File: config.mk
export PLATFORM = sky130hd
export DESIGN_NAME = fetch_controller
export DESIGN_NICKNAME = d
export VERILOG_FILES = /design/src/rtl/fetch_controller.sv
export SDC_FILE = /design/constraint.sdc
export NUM_CORES = 1
export LEC_CHECK = 0
export ABC_AREA = 1
export BUFFER_PORTS_ARGS = -buffer_cell sky130_fd_sc_hd__clkbuf_2
export CAP_MARGIN = 10
export CORE_MARGIN = 2
export CORE_UTILIZATION = 32
export DETAILED_ROUTE_END_ITERATION = 10
export PLACE_DENSITY = 0.6
export SETUP_SLACK_MARGIN = 0.3
export SYNTH_ARGS = -nofsm -noshare
export SYNTH_HDL_FRONTEND = slang
export SYNTH_SLANG_ARGS = --single-unit
File: constraint.sdc
create_clock -name clk -period 5.1 [get_ports clk]
set_clock_uncertainty 0.05 [all_clocks]
set_input_delay 0.765 -clock clk [delete_from_list [all_inputs] [get_ports clk]]
set_output_delay 0.765 -clock clk [all_outputs]
set_load 0.01 [all_outputs]
File: src/rtl/fetch_controller.sv
// Fetch sequencing: memory handshake, IF freeze, branch redirect and flushes.
// A branch that cannot be taken yet is parked in a pending register.
module fetch_controller #(
    parameter int ADDR_W = 32,
    parameter int CNT_W  = 16
) (
    input  logic              clk,
    input  logic              rst,
    input  logic              hazard_stall,
    input  logic              mem_stall,
    input  logic              branch_taken_ex,
    input  logic [ADDR_W-1:0] branch_addr_ex,
    input  logic              imem_ready,
    output logic              imem_req,
    output logic              freeze,
    output logic              branch_taken,
    output logic [ADDR_W-1:0] branch_addr,
    output logic              flush_ifid,
    output logic              flush_idex,
    output logic              inst_valid,
    output logic [CNT_W-1:0]  stall_count
);

    localparam logic [1:0] IDLE     = 2'd0;
    localparam logic [1:0] FETCH    = 2'd1;
    localparam logic [1:0] HOLD     = 2'd2;
    localparam logic [1:0] REDIRECT = 2'd3;

    localparam logic [CNT_W-1:0] CNT_ONE = {{(CNT_W-1){1'b0}}, 1'b1};

    logic [1:0]        state;
    logic [1:0]        state_nx;
    logic              pend_valid;
    logic              pend_valid_nx;
    logic [ADDR_W-1:0] pend_addr;
    logic [ADDR_W-1:0] pend_addr_nx;
    logic [ADDR_W-1:0] tgt;
    logic              rr;
    logic              adv;
    logic              cnt_en;
    logic [CNT_W-1:0]  cnt;

    assign rr  = branch_taken_ex | pend_valid;
    assign tgt = branch_taken_ex ? branch_addr_ex : pend_addr;
    assign adv = !hazard_stall && !mem_stall;

    always_comb begin
        state_nx      = state;
        pend_valid_nx = pend_valid;
        pend_addr_nx  = pend_addr;
        imem_req      = 1'b0;
        freeze        = 1'b1;
        branch_taken  = 1'b0;
        branch_addr   = '0;
        flush_ifid    = 1'b0;
        flush_idex    = 1'b0;
        inst_valid    = 1'b0;
        if (rst) begin
            state_nx      = IDLE;
            pend_valid_nx = 1'b0;
            pend_addr_nx  = '0;
        end else begin
            unique case (state)
                IDLE, REDIRECT: begin
                    state_nx = FETCH;
                    if (branch_taken_ex) begin
                        pend_valid_nx = 1'b1;
                        pend_addr_nx  = branch_addr_ex;
                    end
                end
                FETCH, HOLD: begin
                    imem_req = (state == FETCH);
                    if (rr && !mem_stall) begin
                        branch_taken  = 1'b1;
                        branch_addr   = tgt;
                        freeze        = 1'b0;
                        flush_ifid    = 1'b1;
                        flush_idex    = 1'b1;
                        pend_valid_nx = 1'b0;
                        state_nx      = REDIRECT;
                    end else if (rr) begin
                        // mem_stall blocks the redirect; park the newest target
                        pend_valid_nx = 1'b1;
                        pend_addr_nx  = tgt;
                    end else if (state == HOLD) begin
                        if (adv) begin
                            freeze     = 1'b0;
                            inst_valid = 1'b1;
                            state_nx   = FETCH;
                        end
                    end else if (imem_ready) begin
                        if (adv) begin
                            freeze     = 1'b0;
                            inst_valid = 1'b1;
                        end else begin
                            state_nx = HOLD;
                        end
                    end
                end
                default: state_nx = IDLE;
            endcase
        end
    end

    assign cnt_en      = freeze && (state == FETCH || state == HOLD);
    assign stall_count = rst ? '0 : cnt;

    always_ff @(posedge clk) begin
        if (rst) begin
            state      <= IDLE;
            pend_valid <= 1'b0;
            pend_addr  <= '0;
            cnt        <= '0;
        end else begin
            state      <= state_nx;
            pend_valid <= pend_valid_nx;
            pend_addr  <= pend_addr_nx;
            if (cnt_en && cnt != '1)
                cnt <= cnt + CNT_ONE;
        end
    end

endmodule

==> flow_summary_export.csv, run 1 <==
group,metric,value,unit
outcome,status,"completed",
clock_network,htreeDepth,2,
worst_setup_path,reg2reg_from,"state[0]",
min_path,hold_class,"reg2reg",
timing,post-route-min-period,3.404,ns
floorplan,die_h,103.3,um
synthesis,yosysSeqAreaShare,32.33,%
clock_network,path_clk_slew,0.10,ns
power_and_ir_drop,peakVddDrop,0.1919,mV
finish,diodes,0,
clock_network,cts_buffers,5,
clock_network,post_cts_buffers,0,
global_route,gr-total-overflow,0,
global_route,met2_usage,23.67,%
timing,period_share,66.75,%
power_and_ir_drop,power_density,401.8,nW/um2
floorplan,dieArea,10680,um2
detailed_routing,postRouteAntennaNets,0,
worst_setup_path,reg2regPathDepth,8,
worst_setup_path,worstSetupStartpoint,"rst",
worst_setup_path,worstPathArrival,2.59,ns
global_route,met3_usage,2.419,%
timing,setup_violations,0,
global_route,use_met1,17.63,%
global_route,grt_pass1_vias,2772,
detailed_routing,viasPerCell,4.417,
synthesis,synthCells,517,
detailed_routing,wirelength,7298,um
timing,fin_setup_tns,0,ns
worst_setup_path,cp.required,4.28,ns
finish,drive_gt1_share,20.64,%
floorplan,start_util,32.61,%
detailed_routing,first_pass_iters,4,
floorplan,num_rows,36,
worst_setup_path,endpoint,"freeze",
worst_setup_path,critPathTopFamily,"buffers and inverters",
finish,num-nets-final,632,
synthesis,avgSynthCellArea,6.108,um2
timing,tightest_slew,0.9571,ns
clock_network,cts-root-buf,"clkbuf_8",
power_and_ir_drop,leakage,1.775,nW
worst_setup_path,path_class,"in2out",
worst_setup_path,path_max_fanout,36,
worst_setup_path,worstSetupEndpointType,"primary output",
min_path,min_from,"pend_addr[3]",
synthesis,synth_top_area_share,32.33,%
global_route,grt_pass1_wl,11990,um
global_route,grt_max_degree,66,
synthesis,ys_warn_count,0,
flow_run,cap_violations,0,
floorplan,core-area,9684,um2
clock_network,hold_buffers,0,
timing,relSlewSlack,36.12,%
synthesis,synthTopCellsByArea,"dfxtp_1, nand2_1, inv_1",
place,dp_hpwl,5260,um
timing,rsz0062_at_grt,"false",
detailed_routing,wl_per_cell,10.08,um
detailed_routing,vias,3198,
worst_setup_path,worst-path-buf-inv,3,
clock_network,cts.sink_count,51,
synthesis,synth_cell_types,27,
worst_setup_path,cp_num_cells,6,
place,io_buffers,91,
timing,fin_ws,1.696,ns
synthesis,ys_seq_elements,51,
synthesis,yosys.area.top_type,"dfxtp_1",
floorplan,io-pin-count,92,
timing,timing.fmax,293.7,MHz
finish,syn_to_final_growth,19.37,%
place,gp_congestion,0.7895,
global_route,grt.total_usage,13.75,%
worst_setup_path,cp-start-kind,"input port",
floorplan,die_w,103.3,um
clock_network,clock_latency,0.30,ns
detailed_routing,drt_iter0_markers,71,
timing,hold_viol_final,0,
power_and_ir_drop,fin_total_pwr,0.001515,W
place,post_dp_cell_area,3649,um2
global_route,grt_antenna_before_repair,0,
detailed_routing,drc,0,
worst_setup_path,rr_endpoint,"cnt[11]",
worst_setup_path,worst_path_max_delay_cell,"inv_1",
worst_setup_path,ff2ff_setup_slack,2.84,ns
worst_setup_path,cp_cell_sequence,"clkbuf_2 > inv_1 > nand2_2 > nor2_4 > nor2_4 > clkbuf_2",
global_route,busiest_layer,"met2",
clock_network,cts_tree,"yes",
synthesis,synth_nets,559,
worst_setup_path,slowest_delay,0.67,ns
clock_network,clk_path_buf_depth,2,
synthesis,syn_area,3158,um2
clock_network,cts_resized,0,
timing,maxSlewViolCount,0,
place,dpl_worst_slack,1.628,ns
finish,final_area,3770,um2
area by class of cell:
class	instances	area [um2]
timing repair buffer	93	470.5
fill	1068	5914
clock inverter	2	38.79
tap	133	166.4
inverter	100	375.4
multi-input combinational	339	1615
sequential	51	1021
clock buffer	6	82.58
cell families (layout without fill, tap and decap cells):
logic type | count (synthesis) | in the layout | synth area share, %
compound gates | 122 | 122 | 20.13
simple gates | 206 | 206 | 27.50
flops | 51 | 51 | 32.33
buf+inv | 127 | 201 | 16.52
xor+xnor | 7 | 7 | 1.941
fa+ha+maj | 4 | 4 | 1.585
Yosys cell counts:
library cell / n
a211oi_1: 1
a21oi_1: 47
a21oi_2: 3
a21oi_4: 1
buf_1: 1
buf_2: 7
buf_4: 3
buf_6: 3
clkbuf_1: 11
clkbuf_2: 2
dfxtp_1: 51
ha_1: 4
inv_1: 96
inv_2: 4
nand2_1: 105
nand2_2: 4
nand2_4: 1
nand3_1: 10
nand3_2: 1
nand3_4: 1
nand4_1: 4
nor2_1: 74
nor2_2: 2
nor2_4: 4
o21ai_0: 66
o21ai_1: 4
xor2_1: 7
per-stage QoR:
stage | hold slack, ns | instances | util, %
3_5_place_dp | 0.3912 | 716 | 37.67
3_3_place_gp | 0.3837 | 716 | 37.67
4_1_cts | 0.4062 | 724 | 38.93
5_1_grt | 0.4223 | 724 | 38.93
2_1_floorplan | 0.3743 | 517 | -
6_report | 0.4020 | 724 | 38.93
worst min-delay path, cell delays in order, from the launching register on:
cell and delay [ns]:
dfxtp_1 0.31, inv_1 0.05, a21oi_1 0.05
registers in the layout, indices dropped and copies added, names as in the netlist:
signal and cells:
cnt 16, state 2, pend_addr 32, pend_valid 1
worst min-delay path by stage:
stage                          endpoint  cells after the start
after global routing      pend_addr[15]                      2
final                      pend_addr[3]                      2
after floorplan           pend_addr[19]                      2
after CTS                 pend_addr[20]                      2
after detailed placement  pend_addr[20]                      2
after global placement    pend_addr[30]                      2
where the power goes:
group          leakage [nW]  switching [W]  internal, W
combinational          1.29       0.000457     0.000203
clock                0.0618       0.000139     0.000162
sequential            0.420      0.0000372     0.000517
total                  1.78       0.000633     0.000882
metal layers:
metal,share of wire (%),vias up
met1,51,1392
li1,-,1727
met2,43,70
met5,0,-
met4,1.1,0
met3,4.2,9
placed cells by master (no fill, tap or decap), drive strengths merged:
| cell type | Yosys | layout |
|---|---|---|
| nand2 | 110 | 110 |
| inv | 100 | 101 |
| clkbuf | 13 | 97 |
| nor2 | 80 | 80 |
| o21ai | 70 | 70 |
| dfxtp | 51 | 51 |
| a21oi | 51 | 51 |
| nand3 | 12 | 12 |
| xor2 | 7 | 7 |
| nand4 | 4 | 4 |
| ha | 4 | 4 |
| buf | 14 | 2 |
| a211oi | 1 | 1 |
| bufinv | 0 | 1 |
No activity file was read; power rests on OpenSTA's default activity.
==> inputs of run 2 (changes only) <==
- PLACE_DENSITY: 0.6 -> 0.62
- clock period: 5.1 -> 2.9 ns (I/O delays scaled with it)
==> run 2 against run 1 <==
Critical path depth is the same. Routed wire length grew 3.3%. Sequential cell count is the same. First-iteration DRC count shrank 1.4%. Cell area grew 0.30%. Utilization grew 0.12 points. Setup slack lost 1.2 ns. Sequential share of layout area shrank 0.081 points. Final cell count grew 0.28%. Largest cell class unchanged.
==> flow_summary_export.csv, run 2 (synthesis gave the netlist of run 1 again) <==
group,metric,value,unit
outcome,status,"completed",
timing,post-route-min-period,2.372,ns
finish,top_regs,"pend_addr x32, cnt x16, state x2",
worst_setup_path,path_class,"reg2out",
finish,syn_to_final_growth,19.73,%
detailed_routing,wl_per_cell,10.39,um
worst_setup_path,rr_endpoint,"cnt[11]",
clock_network,path_clk_slew,0.09,ns
worst_setup_path,reg2reg_from,"state[0]",
finish,fin_util,39.04,%
power_and_ir_drop,leakage,1.790,nW
detailed_routing,drt_iter0_markers,70,
clock_network,clk_path_buf_depth,2,
clock_network,htreeDepth,2,
finish,final_cell_mix,"nand2_1, inv_1, clkbuf_2",
power_and_ir_drop,internal_power,0.001527,W
floorplan,num_rows,36,
worst_setup_path,cp_num_cells,6,
min_path,worstHoldEndpoint,"pend_addr[29]",
min_path,whs_path_depth,2,
clock_network,cts_buffers,5,
flow_run,cap_violations,0,
floorplan,core-area,9684,um2
min_path,min_from,"pend_addr[29]",
detailed_routing,wirelength,7540,um
place,io_buffers,91,
place,post_dp_cell_area,3664,um2
clock_network,hold_buffers,0,
power_and_ir_drop,peakVddDrop,0.3102,mV
global_route,grt_antenna_before_repair,0,
worst_setup_path,worst_path_max_delay_cell,"ha_1",
global_route,grt.total_usage,13.82,%
clock_network,cts.sink_count,51,
timing,setup_violations,0,
floorplan,io-pin-count,92,
worst_setup_path,reg2regPathDepth,8,
global_route,met3_usage,2.621,%
power_and_ir_drop,power_density,699.9,nW/um2
worst_setup_path,cp.required,2.41,ns
worst_setup_path,slowest_delay,0.40,ns
finish,diodes,0,
clock_network,cts_tree,"yes",
floorplan,dieArea,10680,um2
power_and_ir_drop,fin_total_pwr,0.002646,W
power_and_ir_drop,clkPwrFrac,18.9,%
clock_network,clock_latency,0.30,ns
timing,rsz0062_at_grt,"false",
power_and_ir_drop,switching_power,0.001120,W
floorplan,die_w,103.3,um
timing,fin_ws,0.5279,ns
clock_network,cts-root-buf,"clkbuf_8",
timing,hold_viol_final,0,
worst_setup_path,cp-start-kind,"flip-flop",
worst_setup_path,critPathTopFamily,"simple AND/OR/NAND/NOR gates",
power_and_ir_drop,swShare,42.31,%
worst_setup_path,path_max_fanout,33,
detailed_routing,vias,3251,
timing,maxSlewViolCount,0,
finish,drive_gt1_share,20.91,%
floorplan,start_util,32.61,%
global_route,met2_usage,24.02,%
worst_setup_path,ff2ff_setup_slack,0.82,ns
place,dp_hpwl,5377,um
timing,timing.fmax,421.6,MHz
global_route,grt_max_degree,66,
timing,tightest_slew,0.5554,ns
worst_setup_path,cp_cell_sequence,"inv_1 > ha_1 > nor2_4 > nand2_4 > nor2_1 > clkbuf_2",
finish,final_area,3781,um2
power_and_ir_drop,seqPwrFrac,36.7,%
finish,largest_register_ffs,32,
min_path,hold_class,"reg2reg",
global_route,grt_pass1_wl,11940,um
detailed_routing,viasPerCell,4.478,
global_route,gr-total-overflow,0,
finish,num-nets-final,634,
floorplan,die_h,103.3,um
global_route,grt_pass1_vias,2799,
global_route,use_met1,17.21,%
worst_setup_path,worstSetupEndpointType,"primary output",
finish,top_register,"pend_addr",
global_route,busiest_layer,"met2",
clock_network,post_cts_buffers,0,
place,gp_congestion,0.8445,
finish,final_common_cell,"nand2_1",
detailed_routing,drc,0,
worst_setup_path,worstPathArrival,1.89,ns
detailed_routing,first_pass_iters,4,
power_and_ir_drop,combPwrFrac,44.3,%
detailed_routing,postRouteAntennaNets,0,
place,dpl_worst_slack,0.6032,ns
timing,fin_setup_tns,0,ns
timing,period_share,81.80,%
timing,relSlewSlack,62.97,%
worst_setup_path,worst-path-buf-inv,2,
==> run 2: changes by cell type in the layout (fill, tap and decap cells not counted), sizes merged <==
cell,previous run,this run
buf,2,4
clkinv,0,2
clkbuf,97,96
inv,101,100
==> run 2: timing repair <==
action | 4_1_cts | 5_1_grt
setup endpoints to repair | 0 | 32
endpoints found under the hold margin | 0 | 0
resized for setup | 0 | 1
==> run 2: final cells by class <==
type	count	area, um2
fill	1066	5903
timing repair buffer	95	485.5
tap	133	166.4
clock buffer	5	68.82
sequential	51	1021
multi-input combinational	339	1620
clock inverter	3	43.79
inverter	100	375.4
==> run 2: worst max-delay path by stage <==
stage          slack (ns)         endpoint  startpoint
2_1_floorplan        1.06  branch_addr[10]    state[0]
3_3_place_gp         0.67          cnt[11]    state[0]
3_5_place_dp         0.60          cnt[11]    state[0]
4_1_cts              0.31  branch_addr[27]    state[0]
5_1_grt              0.39  branch_addr[30]    state[0]
6_report             0.53  branch_addr[30]    state[0]
==> run 2: per-stage QoR <==
step | hold slack (ns) | cells
2_1_floorplan | 0.3743 | 517
3_3_place_gp | 0.3827 | 718
3_5_place_dp | 0.3882 | 718
4_1_cts | 0.4043 | 726
5_1_grt | 0.4130 | 726
6_report | 0.3993 | 726
==> run 2: worst reg2reg max path: cells and delay by family (launching register included) <==
family / cells / cell delay [ns]
compound gates: 1 / 0.15
flops: 1 / 0.35
buf+inv: 1 / 0.07
simple gates: 5 / 0.96
fa+ha+maj: 1 / 0.44
==> run 2: power by group through the flow <==
stage | Combinational [W] | Clock, W | Sequential, W
after floorplan | 0.000984 | 0 | 0.000976
after global placement | 0.00114 | 0 | 0.000986
after detailed placement | 0.00118 | 0 | 0.000991
after CTS | 0.00118 | 0.000522 | 0.000973
after global routing | 0.00135 | 0.000551 | 0.000991
final | 0.00117 | 0.000501 | 0.000972
==> run 2: per-layer routing <==
metal  share of wire [%]  wire, um  up-vias
met5                   0         0        -
met4                 1.2        90        0
met3                 4.4       328       11
met2                  45      3387       69
met1                  50      3734     1441
li1                    -         -     1730
==> inputs of run 3 (changes only) <==
- ABC_AREA: 1 -> 0
- PLACE_DENSITY: 0.62 -> 0.61
- clock period: 2.9 -> 2.26 ns (I/O delays scaled with it)
==> run 3 against run 2 <==
Combinational power is 16% higher. Critical path depth is 1 higher. Synthesized area is 13% lower. Worst hold slack worse by 0.19 ns. Sequential share of layout area is 0.94 points lower. Setup slack worse by 0.32 ns. Non-clock buffer count is 22 higher. Final cell count is 23% lower. Routed wire length is 3.2% lower. Critical path type unchanged.
==> flow_summary_export.csv, run 3 <==
group,metric,value,unit
synthesis,synthTopCellsByArea,"dfxtp_1, mux2i_1, nand2_1",
flow_run,cap_violations,0,
detailed_routing,postRouteAntennaNets,0,
timing,tightest_slew,0.6707,ns
detailed_routing,first_pass_iters,5,
finish,top_regs,"pend_addr x32, cnt x16, state x2",
synthesis,ys_warn_count,0,
worst_setup_path,cp.required,1.87,ns
clock_network,htreeDepth,2,
timing,period_share,90.78,%
power_and_ir_drop,power_density,751.5,nW/um2
floorplan,die_h,96.69,um
detailed_routing,vias,2664,
place,gp_congestion,0.8073,
place,dp_hpwl,4725,um
timing,post-route-min-period,2.052,ns
finish,diodes,0,
synthesis,yosysSeqAreaShare,37.14,%
finish,final_cell_mix,"nand2_1, clkbuf_2, dfxtp_1",
global_route,grt.total_usage,14.28,%
floorplan,dieArea,9348,um2
clock_network,cts_buffers,5,
synthesis,synth_cell_types,37,
floorplan,num_rows,33,
worst_setup_path,path_class,"reg2out",
timing,fin_setup_tns,0,ns
global_route,gr-total-overflow,0,
synthesis,synth-edff-count,0,
synthesis,ys_seq_elements,51,
worst_setup_path,path_max_fanout,9,
synthesis,synthCells,352,
synthesis,yosys.area.top_type,"dfxtp_1",
clock_network,clock_latency,0.30,ns
floorplan,start_util,33.29,%
detailed_routing,drc,0,
floorplan,io-pin-count,92,
finish,largest_register_ffs,32,
worst_setup_path,worstSetupEndpointType,"primary output",
detailed_routing,viasPerCell,4.783,
synthesis,synth-async-reset-ratio,0,%
timing,rsz0062_at_grt,"true",
timing,hold_viol_final,0,
detailed_routing,wl_per_cell,13.10,um
power_and_ir_drop,peakVddDrop,0.3368,mV
global_route,grt_antenna_before_repair,0,
timing,timing.fmax,487.4,MHz
finish,final_common_cell,"nand2_1",
floorplan,die_w,96.69,um
place,io_buffers,91,
finish,num-nets-final,494,
timing,maxSlewViolCount,0,
worst_setup_path,worstPathArrival,1.66,ns
outcome,status,"completed",
timing,relSlewSlack,55.28,%
min_path,hold_class,"in2reg",
clock_network,cts.sink_count,51,
power_and_ir_drop,leakage,1.735,nW
timing,setup_violations,0,
synthesis,syn_area,2749,um2
clock_network,cts-root-buf,"clkbuf_8",
global_route,grt_pass1_vias,2283,
synthesis,synth_common_cells,"nand2_1, nor2_1, dfxtp_1, a21oi_1, mux2i_1",
clock_network,cts_tree,"yes",
synthesis,synth_top_area_share,37.14,%
synthesis,avgSynthCellArea,7.809,um2
clock_network,hold_buffers,0,
clock_network,path_clk_slew,0.09,ns
synthesis,synth_nets,394,
detailed_routing,wirelength,7298,um
finish,syn_to_final_growth,45.15,%
detailed_routing,drt_iter0_markers,74,
synthesis,ys.flop_type,"dfxtp_1",
timing,holdWs,0.2094,ns
finish,top_register,"pend_addr",
synthesis,synth.most_common_cell,"nand2_1",
finish,drive_gt1_share,39.82,%
worst_setup_path,cp-start-kind,"flip-flop",
clock_network,clk_path_buf_depth,2,
floorplan,core-area,8258,um2
global_route,grt_max_degree,67,
global_route,grt_pass1_wl,11190,um
run 3: cell count changes in the layout (fill, tap and decap cells not counted), sizes merged, moves of 7 or more:
| cell | delta |
|---|---|
| a21oi | -14 |
| buf | +49 |
| inv | -95 |
| xor2 | -7 |
| nor2b | +16 |
| clkbuf | -26 |
| mux2i | +34 |
| nand2 | -39 |
| mux2 | +9 |
| nor2 | -22 |
| o21ai | -65 |
run 3: stage by stage:
step / utilization (%) / area, um2 / power (W) / setup slack [ns] / instances
3_5_place_dp: 40.65 / 3357 / 0.002144 / 0.1754 / 535
4_1_cts: 44.11 / 3642 / 0.002820 / 0.2203 / 552
5_1_grt: 48.32 / 3990 / 0.003205 / 0.1443 / 557
2_1_floorplan: - / 2788 / 0.001825 / 0.3075 / 352
3_3_place_gp: 40.65 / 3357 / 0.002122 / 0.2105 / 535
6_report: 48.32 / 3990 / 0.002998 / 0.2083 / 557
run 3: critical path: stages (launching register included):
cell and delay [ns]:
dfxtp_2 0.35, inv_2 0.05, ha_4 0.23, nor2_4 0.13, nand2_4 0.14, buf_16 0.18, nor2_1 0.12, buf_2 0.15
run 3: layer usage:
layer  share of wire (%)  global-route usage, %  wire length, um  up-vias
li1                    -                      -                -     1367
met3                 5.4                  3.829              391        6
met2                  48                  23.24             3498       72
met5                   0                      0                0        -
met4                0.84                  2.709               61        0
met1                  46                  19.21             3346     1219
run 3: cell type report:
| cell class | count | area, um2 |
|---|---|---|
| clock buffers | 6 | 82.58 |
| clock inverters | 1 | 5.005 |
| fillers | 826 | 4268 |
| inverters | 5 | 23.77 |
| multi-input cells | 272 | 1841 |
| flip-flops and latches | 51 | 1040 |
| well taps | 105 | 131.4 |
| repair buffers | 117 | 867.1 |
run 3: cells by family (layout without fill, tap and decap cells):
kind of cell             after synthesis  in the layout  share of synthesized area (%)
multiplexers                          43             43                          16.20
AND/OR/NAND/NOR                      170            170                          27.86
flip-flops                            51             51                          37.14
adder cells (fa/ha/maj)                4              4                          1.821
XOR/XNOR                               5              5                          1.593
AO/OA/AOI/OAI                         50             50                          11.06
buffers and inverters                 29            129                          4.324
run 3: timing repair:
action,in CTS,in global routing
gates cloned,1,2
setup buffers,9,3
pin swaps,7,20
resized for setup,25,93
setup endpoints to repair,51,45
run 3: power breakdown:
group / switching [W] / leakage, nW / internal (W)
sequential: 0.0000770 / 0.422 / 0.00102
clock: 0.000301 / 0.0470 / 0.000241
combinational: 0.000723 / 1.27 / 0.000634
run 3: worst paths after layout:
check | startpoint | slack, ns | end | cells past startpoint
setup / recovery | state[0] | 0.21 | branch_addr[15] | 7
hold / removal | branch_addr_ex[21] | 0.21 | pend_addr[21] | 3
setup reg to reg | state[0] | 0.23 | cnt[7] | 8
hold reg to reg | pend_addr[28] | 0.41 | pend_addr[28] | 2
